## src/rtl/sram_bar_player.sv

```systemverilog
// Reads 64-bit bars back from the SRAM bar store and plays them as 16 four-bit
// notes, one note per beat, while the writer does not own the SRAM.
module sram_bar_player #(
  parameter int BEAT_CYCLES = 12000000,
  parameter int RD_LAT      = 2
) (
  input  logic        i_bclk,
  input  logic        i_rst,
  input  logic        i_mode,
  input  logic        i_start,
  input  logic        i_stop,
  input  logic        i_pause,
  input  logic        i_loop,
  input  logic [7:0]  i_bar_en,
  input  logic [15:0] i_SRAM_DQ,
  output logic [19:0] o_addr,
  output logic        o_oe_n,
  output logic [3:0]  o_note,
  output logic        o_note_valid,
  output logic [2:0]  o_bar,
  output logic        o_busy
);

  localparam int CNT_W = $clog2(BEAT_CYCLES);
  localparam logic [CNT_W-1:0] BEAT_LAST = CNT_W'(BEAT_CYCLES - 1);
  localparam logic [2:0] CAP_FIRST = 3'(RD_LAT);
  localparam logic [2:0] CAP_LAST  = 3'(RD_LAT + 3);

  typedef enum logic [2:0] {IDLE, SEEK, FETCH, PLAY, DONE} state_t;

  state_t           state;
  logic [2:0]       ptr;
  logic [2:0]       fcnt;
  logic [63:0]      bar_buf;
  logic [CNT_W-1:0] beat_cnt;
  logic [3:0]       note_idx;
  logic [1:0]       cap_idx;
  logic [1:0]       iss_idx;

  // Bar b lives at word address 4+4b; the +1 keeps bar 0 clear of address 0.
  function automatic logic [19:0] word_addr(input logic [2:0] bar, input logic [1:0] k);
    return {14'b0, 4'({1'b0, bar} + 4'd1), k};
  endfunction

  function automatic logic [3:0] note_sel(input logic [63:0] bar, input logic [3:0] idx);
    return bar[{idx, 2'b00} +: 4];
  endfunction

  // Word being returned by the SRAM this cycle, and the next word to address.
  assign cap_idx = 2'(fcnt - CAP_FIRST);
  assign iss_idx = 2'(fcnt + 3'd1);

  always_ff @(posedge i_bclk or negedge i_rst) begin
    if (!i_rst) begin
      state        <= IDLE;
      ptr          <= '0;
      fcnt         <= '0;
      bar_buf      <= '0;
      beat_cnt     <= '0;
      note_idx     <= '0;
      o_addr       <= '0;
      o_oe_n       <= 1'b1;
      o_note       <= '0;
      o_note_valid <= 1'b0;
      o_bar        <= '0;
      o_busy       <= 1'b0;
    end else begin
      o_note_valid <= 1'b0;
      if (i_mode || i_stop) begin
        state  <= IDLE;
        o_oe_n <= 1'b1;
        o_note <= '0;
        o_busy <= 1'b0;
      end else if (i_start) begin
        state  <= SEEK;
        ptr    <= '0;
        o_oe_n <= 1'b1;
        o_busy <= 1'b1;
      end else begin
        case (state)
          IDLE: ;
          // ---- SEEK: one bar index per cycle ----
          SEEK: begin
            if (i_bar_en[ptr]) begin
              state  <= FETCH;
              fcnt   <= '0;
              o_addr <= word_addr(ptr, 2'd0);
              o_oe_n <= 1'b0;
            end else if (ptr == 3'd7) begin
              if (i_loop && (|i_bar_en)) begin
                ptr <= '0;
              end else begin
                state  <= DONE;
                o_note <= '0;
              end
            end else begin
              ptr <= 3'(ptr + 3'd1);
            end
          end
          // ---- FETCH: issue 4 addresses, capture each RD_LAT later ----
          FETCH: begin
            fcnt <= 3'(fcnt + 3'd1);
            if (fcnt < 3'd3)
              o_addr <= word_addr(ptr, iss_idx);
            if (fcnt >= CAP_FIRST)
              bar_buf[{cap_idx, 4'b0000} +: 16] <= i_SRAM_DQ;
            if (fcnt == CAP_LAST) begin
              state        <= PLAY;
              o_oe_n       <= 1'b1;
              o_bar        <= ptr;
              note_idx     <= '0;
              beat_cnt     <= '0;
              o_note       <= note_sel(bar_buf, 4'd0);
              o_note_valid <= 1'b1;
            end
          end
          // ---- PLAY: one note per BEAT_CYCLES, frozen by pause ----
          PLAY: begin
            if (!i_pause) begin
              if (beat_cnt == BEAT_LAST) begin
                beat_cnt <= '0;
                if (note_idx == 4'd15) begin
                  if (o_bar != 3'd7) begin
                    ptr   <= 3'(o_bar + 3'd1);
                    state <= SEEK;
                  end else if (i_loop) begin
                    ptr   <= '0;
                    state <= SEEK;
                  end else begin
                    state  <= DONE;
                    o_note <= '0;
                  end
                end else begin
                  note_idx     <= 4'(note_idx + 4'd1);
                  o_note       <= note_sel(bar_buf, 4'(note_idx + 4'd1));
                  o_note_valid <= 1'b1;
                end
              end else begin
                beat_cnt <= CNT_W'(beat_cnt + 1'b1);
              end
            end
          end
          // ---- DONE: single busy cycle before IDLE ----
          DONE: begin
            state  <= IDLE;
            o_note <= '0;
            o_busy <= 1'b0;
          end
          default: state <= IDLE;
        endcase
      end
    end
  end

endmodule

```

## config.mk

```make
export PLATFORM = sky130hd
export DESIGN_NAME = sram_bar_player
export DESIGN_NICKNAME = d
export VERILOG_FILES = /design/src/rtl/sram_bar_player.sv
export SDC_FILE = /design/constraint.sdc
export NUM_CORES = 1
export LEC_CHECK = 0
export ABC_AREA = 1
export CAP_MARGIN = 25
export CORE_UTILIZATION = 58
export DETAILED_ROUTE_END_ITERATION = 10
export PLACE_DENSITY = 0.8
export SLEW_MARGIN = 20
export SYNTH_ARGS = -nofsm -noshare
export SYNTH_HDL_FRONTEND = slang
export SYNTH_SLANG_ARGS = --single-unit
export TNS_END_PERCENT = 30
```

## constraint.sdc

```tcl
create_clock -name i_bclk -period 2.4 [get_ports i_bclk]
set_clock_uncertainty 0.05 [all_clocks]
set_input_delay 0.24 -clock i_bclk [delete_from_list [all_inputs] [get_ports i_bclk]]
set_output_delay 0.24 -clock i_bclk [all_outputs]
set_load 0.02 [all_outputs]
```

# After elaboration in Yosys (flattened, before gate mapping)
# Cells that the tools add are included.
# op_classes
eq_ne	38
n_lt_le_gt_ge	3
add_sub_neg	8
reduce_logical	20
n_bitwise	2
mux	66
n_mul	0
shift	3
n_div	0
# ops
op	count
$mux 24	3
$bwmux 64	1
$shift 16x8->64 const A	1
$shiftx 16x8->64	1
$shiftx 64x7->4	1
$mux 3	21
$mux 4	15
$pmux 24 s2	1
$mux 20	2
$pmux 20 s2	1
$ne 3x3->1 const B	12
$ne 4x4->1 const B	9
$add 24x1->24 const B	1
$eq 24x24->1 const B	1
$pmux 4 s4	1
$mux 1	14
$reduce_and 7->1	2
$ne 2x2->1 const B	6
$pmux 3 s2	2
$pmux 3 s4	1
$reduce_and 4->1	3
$ne 5x5->1 const B	2
$reduce_and 10->1	1
$reduce_and 5->1	2
27 further kinds	36
# totals
reg_bits	131
input_bits	31
elab_cells	152
latchBits	0
ramBits	0
mem_bits_ro	0
output_inout_bits	30
mem_count	0

# Longest topological paths before layout
# depth
ltp_word	8
ltp_mapped	12
ltp_nobuf	12

# Worst setup path after synthesis
# Ideal clock, no wire load.
# synth_path
path_type	reg2reg
start	register fcnt[0]
end	register bar_buf[10]
n_path_buf	2
arrival_ns	1.984
required_time_ns	2.274
synth_period_minus_slack_ns	2.111
path_slack_ns	0.289
stages_incl_launch_ff	9
setup_ns	0.076
path_cell_list	dfrtp_1 -> clkinv_1 -> ha_1 -> buf_2 -> inv_2 -> nor2_1 -> clkbuf_1 -> nand3_1 -> o21ai_1
# synth_between
elab_chain_cells	4
elab_cells_between_ends	7
cone_classes	2 x add/sub; 1 x order compare; 2 x shift; 1 x mux; 1 x reduce/logical
# synth_rtl
element	line_no	rtl
from (decl)	33	logic [2:0] fcnt;
from (signal assigned)	102	fcnt <= 3'(fcnt + 3'd1);
$sub 2x2->2	50	assign cap_idx = 2'(fcnt - CAP_FIRST);
$neg 6->8	106	bar_buf[{cap_idx, 4'b0000} +: 16] <= i_SRAM_DQ;
$shiftx 16x8->64 or $shift 16x8->64 (tied branches)	106	
$bwmux 64	106	
to (signal, indexed assignment)	106	
to (decl)	34	logic [63:0] bar_buf;
# Several ways; a longest one is shown, not always the timed one.
# A chain may end at the register's enable or synchronous reset.

# Final worst setup path
# layout_path
start	register fcnt[1]
end	register note_idx[1]
# layout_between
elab_chain_cells	3
# layout_rtl
element	line_no	rtl
$eq 3x3->1	107	if (fcnt == CAP_LAST) begin
$ne 2x2->1 (no line)	--	
$reduce_and 7->1 (no line)	--	
to (signal assigned)	134	note_idx <= 4'(note_idx + 4'd1);
to (decl)	36	logic [3:0] note_idx;
# Every way passes these cells.

==> impl_metrics.ini <==
[run_status]
status = finished clean

[die]
die_x_microns = 111
start_util = 0.597
ioPinCount = 61
die_h_microns = 111
coreArea_sq_um = 11500
die_area_sq_um = 12200
rows = 39

[finish]
fin_util = 0.709
antenna_cells = 0
multi_input_area_sq_um = 3260
final_nets = 1009
drive_above_1_share = 0.112
regArea_sq_um = 2930
fillers = 913
area_delta_synth_final_pct = 18.7

[worst_setup_path]
crit_top_cell = nand2_4
r2r-end = note_idx[1]$_DFFE_PN0P_
crit_start = fcnt[1]$_DFFE_PN0P_
required_ns = 2.66
crit_family = simple AND/OR/NAND/NOR gates
setup.worst_path.end = note_idx[1]$_DFFE_PN0P_
r2r_cells = 12
regToRegSetupSlack_ns = 0.28
critical_path.max_stage_delay_ns = 0.38
setup.worst_path.class = reg -> reg
startpoint_type = flip-flop
cp_num_buf_inv = 4
r2r_start = fcnt[1]$_DFFE_PN0P_
setup.worst_path.end_class = flip-flop
slowest_stage = dfrtp_1
cp_num_cells = 12
crit_fanout = 19
cp_cell_sequence = buf_4, inv_1, ha_1, nand2_1, inv_1, nand2_4, nand2_4, nand2_4, clkinv_2, o21ai_2, nand2_1, o21ai_1
cp_data_arrival_time_ns = 2.38

[placed_design]
post-dp-hpwl_mm = 12.7
port_buffers = 46
place_congestion = 0.920
place_ws_ns = 0.158

[power_and_ir_drop]
seq_power_share = 0.364
clockPowerShare = 0.413
p_comb_frac = 0.223
swShare = 0.330
power_mw = 5.84
p_sw_mw = 1.93
power.density_nw_per_um2 = 719
internal_power_mw = 3.91
p_leak_nw = 3.97
vdd_drop_max_mv = 0.646

[global_routing]
grt_pass1_vias = 6228
grt_max_degree = 68
track_usage = 0.318
antenna_found_initial = 0
grt_pass1_wl_mm = 30.6
grt_overflow_total = 0

[clock_network]
clock_latency_ns = 0.44
ctsHtreeMaxLevel = 4
clk_path_buf_depth = 2
cts.sinks = 117
cts_resized = 0
cts_made_buffers = 17
cts_tree = yes
cts_root_buf = clkbuf_16
clk_pin_slew_ns = 0.05

[sta]
tightest_slew_ns = 0.563
max-slew-margin-rel = 0.625
period_needed_ns = 2.12
period_share = 0.883
rsz0062_at_grt = false
finalHoldViolCount = 0
setup_viol = 0
slew_violations = 0
finalSetupTns_ns = 0
worst_slack_ns = 0.281
max_freq_ghz = 0.472

[logic_synthesis]
synth.distinct_cells = 45
syn-mean-instance-area_sq_um = 7.59
synth_warnings = 0
synth_area_sq_um = 6840
synthCells = 902
ys_seq_elements = 117
seq_area_frac_synth = 0.428

[detailed_routing]
via_per_inst = 5.74
drtAntennaViolNets = 0
drcViolationCount = 0
first_pass_iters = 6
wl_mm = 18.3
vias = 6444
wl_per_cell_microns = 16.3
drt_iter0_markers = 705

[flow_run]
cap_violations = 0

[hold_path]
hp-class = in -> async
registers in the layout, indices dropped and copies added, names as in the netlist:
register / count
o_oe_n: 1
o_note_valid: 1
o_bar: 3
state: 3
ptr: 3
o_addr: 6
o_note: 4
note_idx: 4
o_busy: 1
bar_buf: 64
beat_cnt: 24
fcnt: 3
power groups by stage:
stage / Clock [mW] / Combinational, mW / Sequential (mW)
2_1_floorplan: 0 / 0.687 / 2.18
3_3_place_gp: 0 / 1.26 / 2.16
3_5_place_dp: 0 / 1.26 / 2.16
4_1_cts: 2.42 / 1.28 / 2.13
5_1_grt: 2.51 / 1.42 / 2.14
6_report: 2.41 / 1.30 / 2.13
logic make-up (layout without fill, tap and decap cells):
| kind of cell | count (synthesis) | after routing | share of synthesized area |
|---|---|---|---|
| buf+inv | 157 | 221 | 0.103 |
| compound gates | 168 | 168 | 0.139 |
| xor+xnor | 8 | 8 | 0.0113 |
| flops | 117 | 117 | 0.428 |
| other cells | 1 | 14 | 0.000548 |
| simple gates | 439 | 439 | 0.296 |
| fa+ha+maj | 12 | 12 | 0.0219 |
metrics by stage:
stage | cells | hold WS, ns | cell area (sq um)
floorplan | 915 | -0.106 | 6890
global placement | 1088 | 0.217 | 7540
detailed placement | 1088 | 0.216 | 7540
CTS | 1121 | 0.317 | 8110
global route | 1122 | 0.341 | 8130
finish | 1122 | 0.298 | 8130
cells in the mapped netlist, drive strengths merged:
cell type,instances,area (sq um)
nand2,205,805
nand3,122,616
dfrtp,116,2900
inv,111,417
o21ai,107,539
nor2,67,328
buf,35,243
nand4,31,200
a21oi,26,130
o211ai,21,158
ha,12,150
nor3,11,60.1
clkbuf,9,33.8
xor2,7,68.8
a31oi,3,18.8
o21bai,3,22.5
clkinv,2,8.75
nor4,2,12.5
o21a,2,15.0
o31ai,2,33.8
a211oi,1,12.5
a21boi,1,7.51
a2bb2oi,1,8.76
conb,1,3.75
dfstp,1,26.3
nand3b,1,7.51
o22ai,1,6.26
xnor2,1,8.76
final cells by class:
| type | instances | area share |
|---|---|---|
| Clock buffer | 20 | 0.0562 |
| Clock inverter | 12 | 0.0129 |
| Inverter | 113 | 0.0524 |
| Multi-Input combinational cell | 641 | 0.401 |
| Sequential cell | 117 | 0.361 |
| Tap cell | 143 | 0.0220 |
| Timing Repair Buffer | 76 | 0.0945 |
cell usage in the layout, fill, tap and decap left out, types with 3 or more instances in the layout:
cell,count
o211ai_1,21
nand3_1,121
dfrtp_1,115
clkinv_2,5
buf_4,23
ha_1,12
nor2_2,6
nand4_1,30
clkbuf_16,17
nor2_4,6
o21ai_1,55
clkinvlp_4,5
inv_1,92
clkdlybuf4s50_1,45
nand2_4,4
a21oi_1,26
nor3_1,10
inv_2,19
nor2_1,54
xor2_1,6
o21ai_0,51
nand2_1,199
conb_1,14
o21bai_1,3
a31oi_1,3
buf_12,6
worst reg2reg max path: stages, from the launching register on:
cell and delay [ns]:
dfrtp_1 0.38, buf_4 0.16, inv_1 0.12, ha_1 0.20, nand2_1 0.09, inv_1 0.14, nand2_4 0.11, nand2_4 0.22
nand2_4 0.15, clkinv_2 0.14, o21ai_2 0.11, nand2_1 0.07, o21ai_1 0.06
how the worst min path moves through the flow:
stage | slack [ns] | cells after the start | endpoint | from
6_report | 0.30 | 2 | beat_cnt[13]$_DFFE_PN0P_ | i_rst
5_1_grt | 0.34 | 2 | beat_cnt[8]$_DFFE_PN0P_ | i_rst
4_1_cts | 0.32 | 2 | beat_cnt[8]$_DFFE_PN0P_ | i_rst
3_5_place_dp | 0.22 | 1 | beat_cnt[13]$_DFFE_PN0P_ | i_rst
3_3_place_gp | 0.22 | 1 | beat_cnt[13]$_DFFE_PN0P_ | i_rst
2_1_floorplan | -0.11 | 0 | bar_buf[0]$_DFFE_PN0P_ | i_rst
metal layers:
layer  global-route usage  wire [microns]
met3               0.0757            1230
met2                0.512            8810
met1                0.411            7690
met4                0.132             616
met5                    0               0
timing repair:
action / 4_1_cts / 5_1_grt
setup buffers: 0 / 0
hold buffers: 1 / 0
hold endpoints to repair: 39 / 0
Power figures use the tool's default switching activity.
